File: config.mk
export PLATFORM = sky130hd
export DESIGN_NAME = ascon_serial_ctrl
export DESIGN_NICKNAME = d
export VERILOG_FILES = /design/src/rtl/ascon_ctrl_pkg.sv /design/src/rtl/ascon_ser_shift.sv /design/src/rtl/ascon_serial_ctrl.sv
export SDC_FILE = /design/constraint.sdc
export NUM_CORES = 1
export LEC_CHECK = 0
export CELL_PAD_IN_SITES_DETAIL_PLACEMENT = 0
export CELL_PAD_IN_SITES_GLOBAL_PLACEMENT = 2
export CORE_ASPECT_RATIO = 1.2
export CORE_UTILIZATION = 25
export DETAILED_ROUTE_END_ITERATION = 8
export PLACE_DENSITY_LB_ADDON = 0.1
export SLEW_MARGIN = 20
export SYNTH_ARGS = -nofsm -noshare
export SYNTH_HDL_FRONTEND = slang
export SYNTH_SLANG_ARGS = --single-unit
File: constraint.sdc
create_clock -name clk -period 1.9 [get_ports clk]
set_input_delay 0.38 -clock clk [delete_from_list [all_inputs] [get_ports clk]]
set_output_delay 0.38 -clock clk [all_outputs]
set_load 0.01 [all_outputs]
File: src/rtl/ascon_ctrl_pkg.sv
// Shared definitions for the Ascon serial sequencer: FSM state codes,
// bit positions inside the fresh-randomness word, and a small helper.
package ascon_ctrl_pkg;

   localparam logic [2:0] ST_IDLE   = 3'd0;
   localparam logic [2:0] ST_LOAD   = 3'd1;
   localparam logic [2:0] ST_START  = 3'd2;
   localparam logic [2:0] ST_WAIT   = 3'd3;
   localparam logic [2:0] ST_GAP    = 3'd4;
   localparam logic [2:0] ST_UNLOAD = 3'd5;
   localparam logic [2:0] ST_DONE   = 3'd6;

   localparam int NONCE_W = 128;
   localparam int TAG_W   = 128;
   localparam int RND_W   = 17;

   // rnd = {r128, rpt, r64[6:0], key shares, ad shares, ct shares, nonce shares}
   localparam int RND_R128      = 16;
   localparam int RND_RPT       = 15;
   localparam int RND_R64_LSB   = 8;
   localparam int RND_KEY_LSB   = 6;
   localparam int RND_AD_LSB    = 4;
   localparam int RND_CT_LSB    = 2;
   localparam int RND_NONCE_LSB = 0;

   function automatic int max3(input int a, input int b, input int c);
      int m;
      m = (a > b) ? a : b;
      return (m > c) ? m : c;
   endfunction

endpackage

File: src/rtl/ascon_ser_shift.sv
// MSB-first parallel-in/serial-out register; zeros are shifted in behind the
// data so the serial output reads 0 once all W bits have gone out.
module ascon_ser_shift #(
   parameter int W = 8
) (
   input  logic         clk,
   input  logic         rst,
   input  logic         load,
   input  logic         shift,
   input  logic [W-1:0] din,
   output logic         msb
);

   logic [W-1:0] sreg;

   always_ff @(posedge clk) begin
      if (rst)        sreg <= '0;
      else if (load)  sreg <= din;
      else if (shift) sreg <= {sreg[W-2:0], 1'b0};
   end

   assign msb = sreg[W-1];

endmodule

File: src/rtl/ascon_serial_ctrl.sv
// Sequencer between a parallel host job interface and the bit-serial 3-share
// Ascon decryption core: load, start, wait, gap, unload, present result.
module ascon_serial_ctrl
   import ascon_ctrl_pkg::*;
#(
   parameter int K         = 128,
   parameter int L         = 40,
   parameter int Y         = 80,
   parameter int START_CYC = 5,
   parameter int GAP_CYC   = 4,
   parameter int TMO       = 4096
) (
   input  logic               clk,
   input  logic               rst,
   input  logic               job_valid,
   output logic               job_ready,
   input  logic [K-1:0]       key,
   input  logic [NONCE_W-1:0] nonce,
   input  logic [L-1:0]       ad,
   input  logic [Y-1:0]       ct,
   input  logic [RND_W-1:0]   rnd,
   output logic [2:0]         core_key,
   output logic [2:0]         core_nonce,
   output logic [2:0]         core_ad,
   output logic [2:0]         core_ct,
   output logic [6:0]         core_r64,
   output logic               core_r128,
   output logic               core_rpt,
   output logic               core_start,
   input  logic               core_ready,
   input  logic               core_pt,
   input  logic               core_tag,
   output logic               res_valid,
   input  logic               res_ready,
   output logic [Y-1:0]       pt,
   output logic [TAG_W-1:0]   tag,
   output logic               timeout
);

   localparam int MAX = max3(max3(K, L, Y), NONCE_W, TAG_W);
   localparam int CW  = $clog2(max3(MAX, TMO, max3(START_CYC, GAP_CYC, 1)) + 1);
   localparam int PI  = $clog2(Y);
   localparam int TI  = $clog2(TAG_W);

   localparam logic [CW-1:0] LAST_SHIFT = CW'(MAX - 1);
   localparam logic [CW-1:0] LAST_START = CW'(START_CYC - 1);
   localparam logic [CW-1:0] LAST_GAP   = CW'(GAP_CYC - 1);
   localparam logic [CW-1:0] LAST_WAIT  = CW'(TMO - 1);
   localparam logic [CW-1:0] PT_BITS    = CW'(Y);
   localparam logic [CW-1:0] TAG_BITS   = CW'(TAG_W);

   logic [2:0]    state;
   logic [CW-1:0] cnt;
   logic          accept;
   logic          inLoad;
   logic          keyBit, nonceBit, adBit, ctBit;

   // Handshakes are valid/ready: a transfer happens on the clock edge where
   // both are high; valid may wait on ready, and ready never waits on valid.
   assign job_ready  = (state == ST_IDLE);
   assign res_valid  = (state == ST_DONE);
   assign core_start = (state == ST_START);
   assign accept     = job_valid && job_ready;
   assign inLoad     = (state == ST_LOAD);

   ascon_ser_shift #(.W(K)) keyShift (
      .clk(clk), .rst(rst), .load(accept), .shift(inLoad), .din(key), .msb(keyBit));
   ascon_ser_shift #(.W(NONCE_W)) nonceShift (
      .clk(clk), .rst(rst), .load(accept), .shift(inLoad), .din(nonce), .msb(nonceBit));
   ascon_ser_shift #(.W(L)) adShift (
      .clk(clk), .rst(rst), .load(accept), .shift(inLoad), .din(ad), .msb(adBit));
   ascon_ser_shift #(.W(Y)) ctShift (
      .clk(clk), .rst(rst), .load(accept), .shift(inLoad), .din(ct), .msb(ctBit));

   // Data bits come straight from the shift registers; the randomness shares
   // pass through so the core gets fresh bits in the same cycle as the data.
   always_comb begin
      core_key   = '0;
      core_nonce = '0;
      core_ad    = '0;
      core_ct    = '0;
      core_r64   = '0;
      core_r128  = 1'b0;
      core_rpt   = 1'b0;
      if (inLoad) begin
         core_key   = {rnd[RND_KEY_LSB+1],   rnd[RND_KEY_LSB],   keyBit};
         core_nonce = {rnd[RND_NONCE_LSB+1], rnd[RND_NONCE_LSB], nonceBit};
         core_ad    = {rnd[RND_AD_LSB+1],    rnd[RND_AD_LSB],    adBit};
         core_ct    = {rnd[RND_CT_LSB+1],    rnd[RND_CT_LSB],    ctBit};
         core_r64   = rnd[RND_R64_LSB+6:RND_R64_LSB];
         core_r128  = rnd[RND_R128];
         core_rpt   = rnd[RND_RPT];
      end
   end

   always_ff @(posedge clk) begin
      if (rst) begin
         state   <= ST_IDLE;
         cnt     <= '0;
         pt      <= '0;
         tag     <= '0;
         timeout <= 1'b0;
      end else begin
         case (state)
            ST_IDLE: if (job_valid) begin
               state   <= ST_LOAD;
               cnt     <= '0;
               timeout <= 1'b0;
               pt      <= '0;
               tag     <= '0;
            end
            ST_LOAD: if (cnt == LAST_SHIFT) begin
               state <= ST_START;
               cnt   <= '0;
            end else cnt <= cnt + CW'(1);
            ST_START: if (cnt == LAST_START) begin
               state <= ST_WAIT;
               cnt   <= '0;
            end else cnt <= cnt + CW'(1);
            // Ready wins over timeout when both land in the same cycle.
            ST_WAIT: if (core_ready) begin
               state <= ST_GAP;
               cnt   <= '0;
            end else if (cnt == LAST_WAIT) begin
               state   <= ST_DONE;
               timeout <= 1'b1;
               cnt     <= '0;
            end else cnt <= cnt + CW'(1);
            ST_GAP: if (cnt == LAST_GAP) begin
               state <= ST_UNLOAD;
               cnt   <= '0;
            end else cnt <= cnt + CW'(1);
            ST_UNLOAD: begin
               if (cnt < PT_BITS)  pt[cnt[PI-1:0]]  <= core_pt;
               if (cnt < TAG_BITS) tag[cnt[TI-1:0]] <= core_tag;
               if (cnt == LAST_SHIFT) begin
                  state <= ST_DONE;
                  cnt   <= '0;
               end else cnt <= cnt + CW'(1);
            end
            ST_DONE: if (res_ready) state <= ST_IDLE;
            default: begin
               state <= ST_IDLE;
               cnt   <= '0;
            end
         endcase
      end
   end

endmodule
# --- Word level (Yosys, flattened, before mapping) ---
# Cells that the tools add are included.
totals:
  word_cells: 93
  romBits: 0
  regBits: 601
  output_inout_bits: 233
  mem_bits_rw: 0
  n_memories: 0
  latchBits: 0
op_classes:
  magnitude_cmp: 4
  mux: 45
  mul: 0
  reduce_logical: 12
  shifts: 0
  bitwise_logic: 1
  addsub: 1
  div_mod_pow: 0
  eq_ne: 21
ops:
  columns: ["operator", "n"]
  rows:
  - ["$mux 128", 6]
  - ["$mux 80", 4]
  - ["$pmux 128 s2", 1]
  - ["$pmux 80 s2", 1]
  - ["$bwmux 128", 1]
  - ["$bwmux 80", 1]
  - ["$mux 40", 2]
  - ["$mux 13", 6]
  - ["$pmux 13 s6", 1]
  - ["$mux 3", 12]
  - ["$pmux 3 s7", 1]
  - ["$ne 2x2->1 const B", 8]
  - ["$add 13x1->13 const B", 1]
  - ["$eq 13x12->1 const B", 1]
  - ["$eq 13x2->1 const B", 1]
  - ["$eq 13x3->1 const B", 1]
  - ["$eq 13x7->1 const B", 1]
  - ["$lt 13x7->1 const B", 1]
  - ["$lt 13x8->1 const B", 1]
  - ["$eq 3x3->1 const B", 3]
  - ["$lt 7x8->1 const B", 1]
  - ["$demux 1 s7", 1]
  - ["$ge 7x1->1 const B", 1]
  - ["$mux 7", 1]
  - ["15 further kinds", 26]

# --- Logic depth before layout (Yosys ltp) ---
logic_depth:
  depth_word: 7
  ltp_mapped: 9
  depth_no_buf: 6

# --- Modules after synthesis ---
# From an unflattened synthesis, not the netlist that was laid out.
unflattened:
  hier_cells: 2877
  area_unflattened_um2: 27686.6
by_module_without_submodules:
  columns: ["mod", "instances", "seq_area_each_um2", "cells_each", "area_each_um2"]
  rows:
  - ["ascon_ser_shift at keyShift ...", 2, 2562.5, 568, 6143.4]
  - ["ascon_serial_ctrl", 1, 4504.3, 1207, 9848.2]
  - ["ascon_ser_shift at ctShift", 1, 1601.5, 356, 3702.3]
  - ["ascon_ser_shift at adShift", 1, 800.8, 178, 1849.3]

# --- Least setup slack after synthesis ---
# OpenSTA, ideal clock, no wires.
synth_timing:
  path_kind: "register to register"
  start: "reg cnt[8]"
  end: "reg tag[6]"
  arrival_time_ps: 1938
  setup_time_ps: 128
  path_stages_with_launch: 8
  slack_ps: -165
  required_time_ps: 1772
  path_cell_list: "dfxtp_1 -> or4_4 -> buf_12 -> nor4_4 -> buf_6 -> nand2_2 -> a32oi_1 -> nor2_1"
synth_via:
  elab_chain_cells: 3
synth_lines:
  columns: ["item", "line", "rtl"]
  rows:
  - ["start, declared", "ascon_serial_ctrl.sv:53", "logic [CW-1:0] cnt;"]
  - ["start signal, assigned", "ascon_serial_ctrl.sv:115", "end else cnt <= cnt + CW'(1);"]
  - ["start signal, assigned", "ascon_serial_ctrl.sv:119", "end else cnt <= cnt + CW'(1);"]
  - ["start signal, assigned", "ascon_serial_ctrl.sv:128", "end else cnt <= cnt + CW'(1);"]
  - ["$lt 13x8->1", "ascon_serial_ctrl.sv:135", "if (cnt < TAG_BITS) tag[cnt[TI-1:0]] <= core_tag;"]
  - ["$ne 2x2->1 (no line)", null, null]
  - ["$reduce_and 3->1 (no line)", null, null]
  - ["end signal, assigned by index", "ascon_serial_ctrl.sv:135", null]
  - ["end, declared", "ascon_serial_ctrl.sv:36", "output logic [TAG_W-1:0] tag,"]
# Every way passes these cells.
# A chain may end at the register's enable or synchronous reset.

# --- Worst setup path after layout ---
layout_timing:
  start: "reg cnt[8]"
  end: "reg tag[60]"
# Same word-level chain as after synthesis.

==> summary.txt <==
Outcome
  • Status: finished, violations left
  • Failing checks: setup timing

GRT
  • Global-route met3 utilization: 5.06%
  • Gr usage total: 22.0%
  • Vias in the first global route: 26.6k
  • Gr busiest metal: met2
  • Met1 Usage GRT: 25.9%
  • Global route overflow: 0
  • Initial antenna violation count: 31
  • Largest net degree at the start of global routing: 69
  • First-pass GRT wire length: 172000 microns
  • Global Route met2 Usage: 39.3%

Logic synthesis
  • Synth async-reset ratio: 0%
  • Top_reg_cell synth: dfxtp_1
  • Post-synthesis sequential area ratio: 47.8%
  • Share of the synthesized area in the top cell type: 47.8%
  • #FFs+latches synth: 601
  • Synth area leaders: dfxtp_1 (48%), nand2_1 (10%), a311oi_1 (7.7%), a21oi_1 (5.7%), nor2_1 (4.8%)
  • Synth area leader: dfxtp_1
  • Synthesized Nets: 3495
  • Post-Syn Area: 25200 sq um
  • Avg Synthesized Cell Area: 8.13 sq um
  • Cells after synthesis: 3093
  • Synth unique cells: 59
  • Synthesis Warnings: 0
  • Post-synth EDFFs: 0

Clocking
  • CTS max path bufs: 3
  • Post-CTS Hold Buffers: 0
  • Clock Tree Root: clkbuf_16
  • Worst-Skew Late Latency: 620 ps
  • Clk slew on worst S/H paths: 60 ps
  • CTS tree: built
  • H-tree depth: 3
  • Clk sink count: 601
  • Total CTS buffers: 73

Timing
  • Final period utilization: 120%
  • Final hold violation count: 0
  • RSZ-0062 raised after global routing: true
  • WHS: 218 ps
  • Slew HR: 47.6%
  • Slew @ Worst Pin: 780 ps
  • Max Freq: 440 MHz
  • Max-slew violation count: 0
  • # setup viols final: 592
  • Clock Skews: 13.7 ps
  • Fin worst setup slack: -374 ps
  • Shortest period the worst path allows: 2270 ps

Worst hold path
  • Worst min path class: in2reg
  • Worst Min Path Start: core_pt

Critical path
  • Reg2reg start: cnt[8]
  • Critical Path, Cell by Cell: or4_4, buf_6, buf_12, or3b_4, buf_12, nor2_4, a32oi_1, nor2_1
  • CP most frequent cell: buf_12
  • Worst path bufs/invs: 3
  • CP Max Fanout: 7
  • CP endpoint kind: register
  • CP startpoint kind: register
  • CP delay by family, top: simple AND/OR/NAND/NOR gates
  • Crit Path Class: reg2reg
  • Critical Path RT: 2450 ps
  • Crit path from: cnt[8]
  • CP max stage delay: 540 ps
  • Worst path arrival time: 2820 ps
  • CP max stage cell: or4_4

Die
  • Core Box Area: 99800 sq um
  • Row Count: 127
  • IO Pins: 633
  • Full die area: 102000 sq um
  • Die width: 292 microns
  • Starting Density: 25.2%
  • Die height: 350 microns

Cells and area
  • Fillers: 9859
  • Proportion of layout cells with a drive suffix above 1: 22.8%
  • Post-Layout Inst Area: 41400 sq um
  • Fin util: 41.5%
  • Reg area: 12100 sq um
  • Fin cells: 5227
  • Synth-to-layout area growth: 64.6%
  • Area of the multi-input gates: 13700 sq um
  • Final nets: 4281

Power and ir drop
  • Total power: 52.0 mW
  • Peak supply drop: 0.698 mV
  • Power Density: 1260 nW/um^2
  • Pleak: 15.9 nW

Route
  • Vias: 27.0k
  • Vias per Instance: 5.16
  • Final WL: 118000 microns
  • Pre-Repair DR Iteration Count: 5
  • Routed len/inst: 22.6 microns
  • Drt drc: 0
  • Initial drt markers: 1617
  • Antenna viol nets, final: 0

Placed design
  • Gp weighted congestion: 0.816
  • PortBufs: 632
  • Placed Instances: 4950
  • Placed cell areas: 34800 sq um
  • Post-DP HPWL: 76800 microns

Run
  • Max Cap Viol: 0
worst min-delay path: stages:
cell and delay, ps:
buf_2 240, nand3_2 120, a21oi_2 50
sequential cells by signal (all words and copies together), names as in the netlist:
signal,cells
pt,80
keyShift.sreg,128
nonceShift.sreg,128
timeout,1
tag,128
cnt,13
ctShift.sreg,80
adShift.sreg,40
state,3
where the power goes:
part | switching [mW] | total, mW | leakage (nW) | internal [mW]
Clock | 5.70 | 14.3 | 1.19 | 8.60
Combinational | 11.0 | 21.0 | 9.80 | 10.1
Sequential | 1.38 | 16.6 | 4.93 | 15.3
worst paths after layout:
check	to	slack, ps	cells after the start
max	tag[60]	-370	8
min	pt[16]	220	3
max reg2reg	tag[60]	-370	8
min reg2reg	keyShift.sreg[77]	450	2
logic make-up after synthesis:
| group | after synthesis | share of synthesized area (%) |
|---|---|---|
| simple gates | 1348 | 23.5 |
| xor+xnor | 6 | 0.209 |
| fa+ha+maj | 2 | 0.0994 |
| compound gates | 817 | 23.1 |
| flops | 601 | 47.8 |
| buf+inv | 319 | 5.28 |
cells in the final DEF, fill, tap and decap left out, drive strengths merged, types with 9 or more instances in the layout:
| cell type | netlist | layout |
|---|---|---|
| nand2 | 699 | 699 |
| dfxtp | 601 | 601 |
| clkdlybuf4s50 | 0 | 437 |
| buf | 52 | 402 |
| nor2 | 330 | 336 |
| a21oi | 288 | 288 |
| a311oi | 222 | 222 |
| nand3 | 219 | 219 |
| dlygate4sd2 | 0 | 168 |
| a22oi | 152 | 152 |
| clkbuf | 263 | 115 |
| a32oi | 80 | 80 |
| o211ai | 47 | 47 |
| and2 | 22 | 22 |
| nor3 | 16 | 16 |
| nor4 | 12 | 12 |
| bufbuf | 0 | 11 |
| nand2b | 9 | 9 |
| and3 | 9 | 9 |
Yosys cell counts, drive strengths merged (12+ instances only):
| master | instances |
|---|---|
| nor4 | 12 |
| buf | 52 |
| a22oi | 152 |
| nor3 | 16 |
| a32oi | 80 |
| o211ai | 47 |
| nand3 | 219 |
| clkbuf | 263 |
| and2 | 22 |
| a311oi | 222 |
| a21oi | 288 |
| nor2 | 330 |
| nand2 | 699 |
| dfxtp | 601 |
per-layer routing:
layer | up-vias | wire length (microns)
met2 | 811 | 59900
met5 | - | 364
li1 | 12700 | -
met4 | 52 | 3370
met3 | 224 | 7260
met1 | 13200 | 47200
repair_timing:
item                                    4_1_cts  5_1_grt
endpoints found under the setup margin      645      663
cloned                                       46        2
pin swaps                                   218      139
gates resized for setup                     626      243
hold endpoints to repair                      0        0
setup buffers                                93       25
final cells by class:
cell class              instances  share of cell area, %
multi-input cells            2179                   33.1
inverters                       4                 0.0453
clock buffers                 114                   5.39
flip-flops and latches        601                   29.2
diodes                          4                 0.0242
well taps                    1290                   3.90
repair buffers               1020                   27.9
clock inverters                15                  0.465
metrics by stage:
stage	setup TNS, ps	worst slack [ps]
6_report	-89830	-374
5_1_grt	-139580	-430
4_1_cts	-98930	-391
3_5_place_dp	-49280	-420
3_3_place_gp	-40200	-359
2_1_floorplan	-3640	-52.8
(Power assumes the default switching activity.)
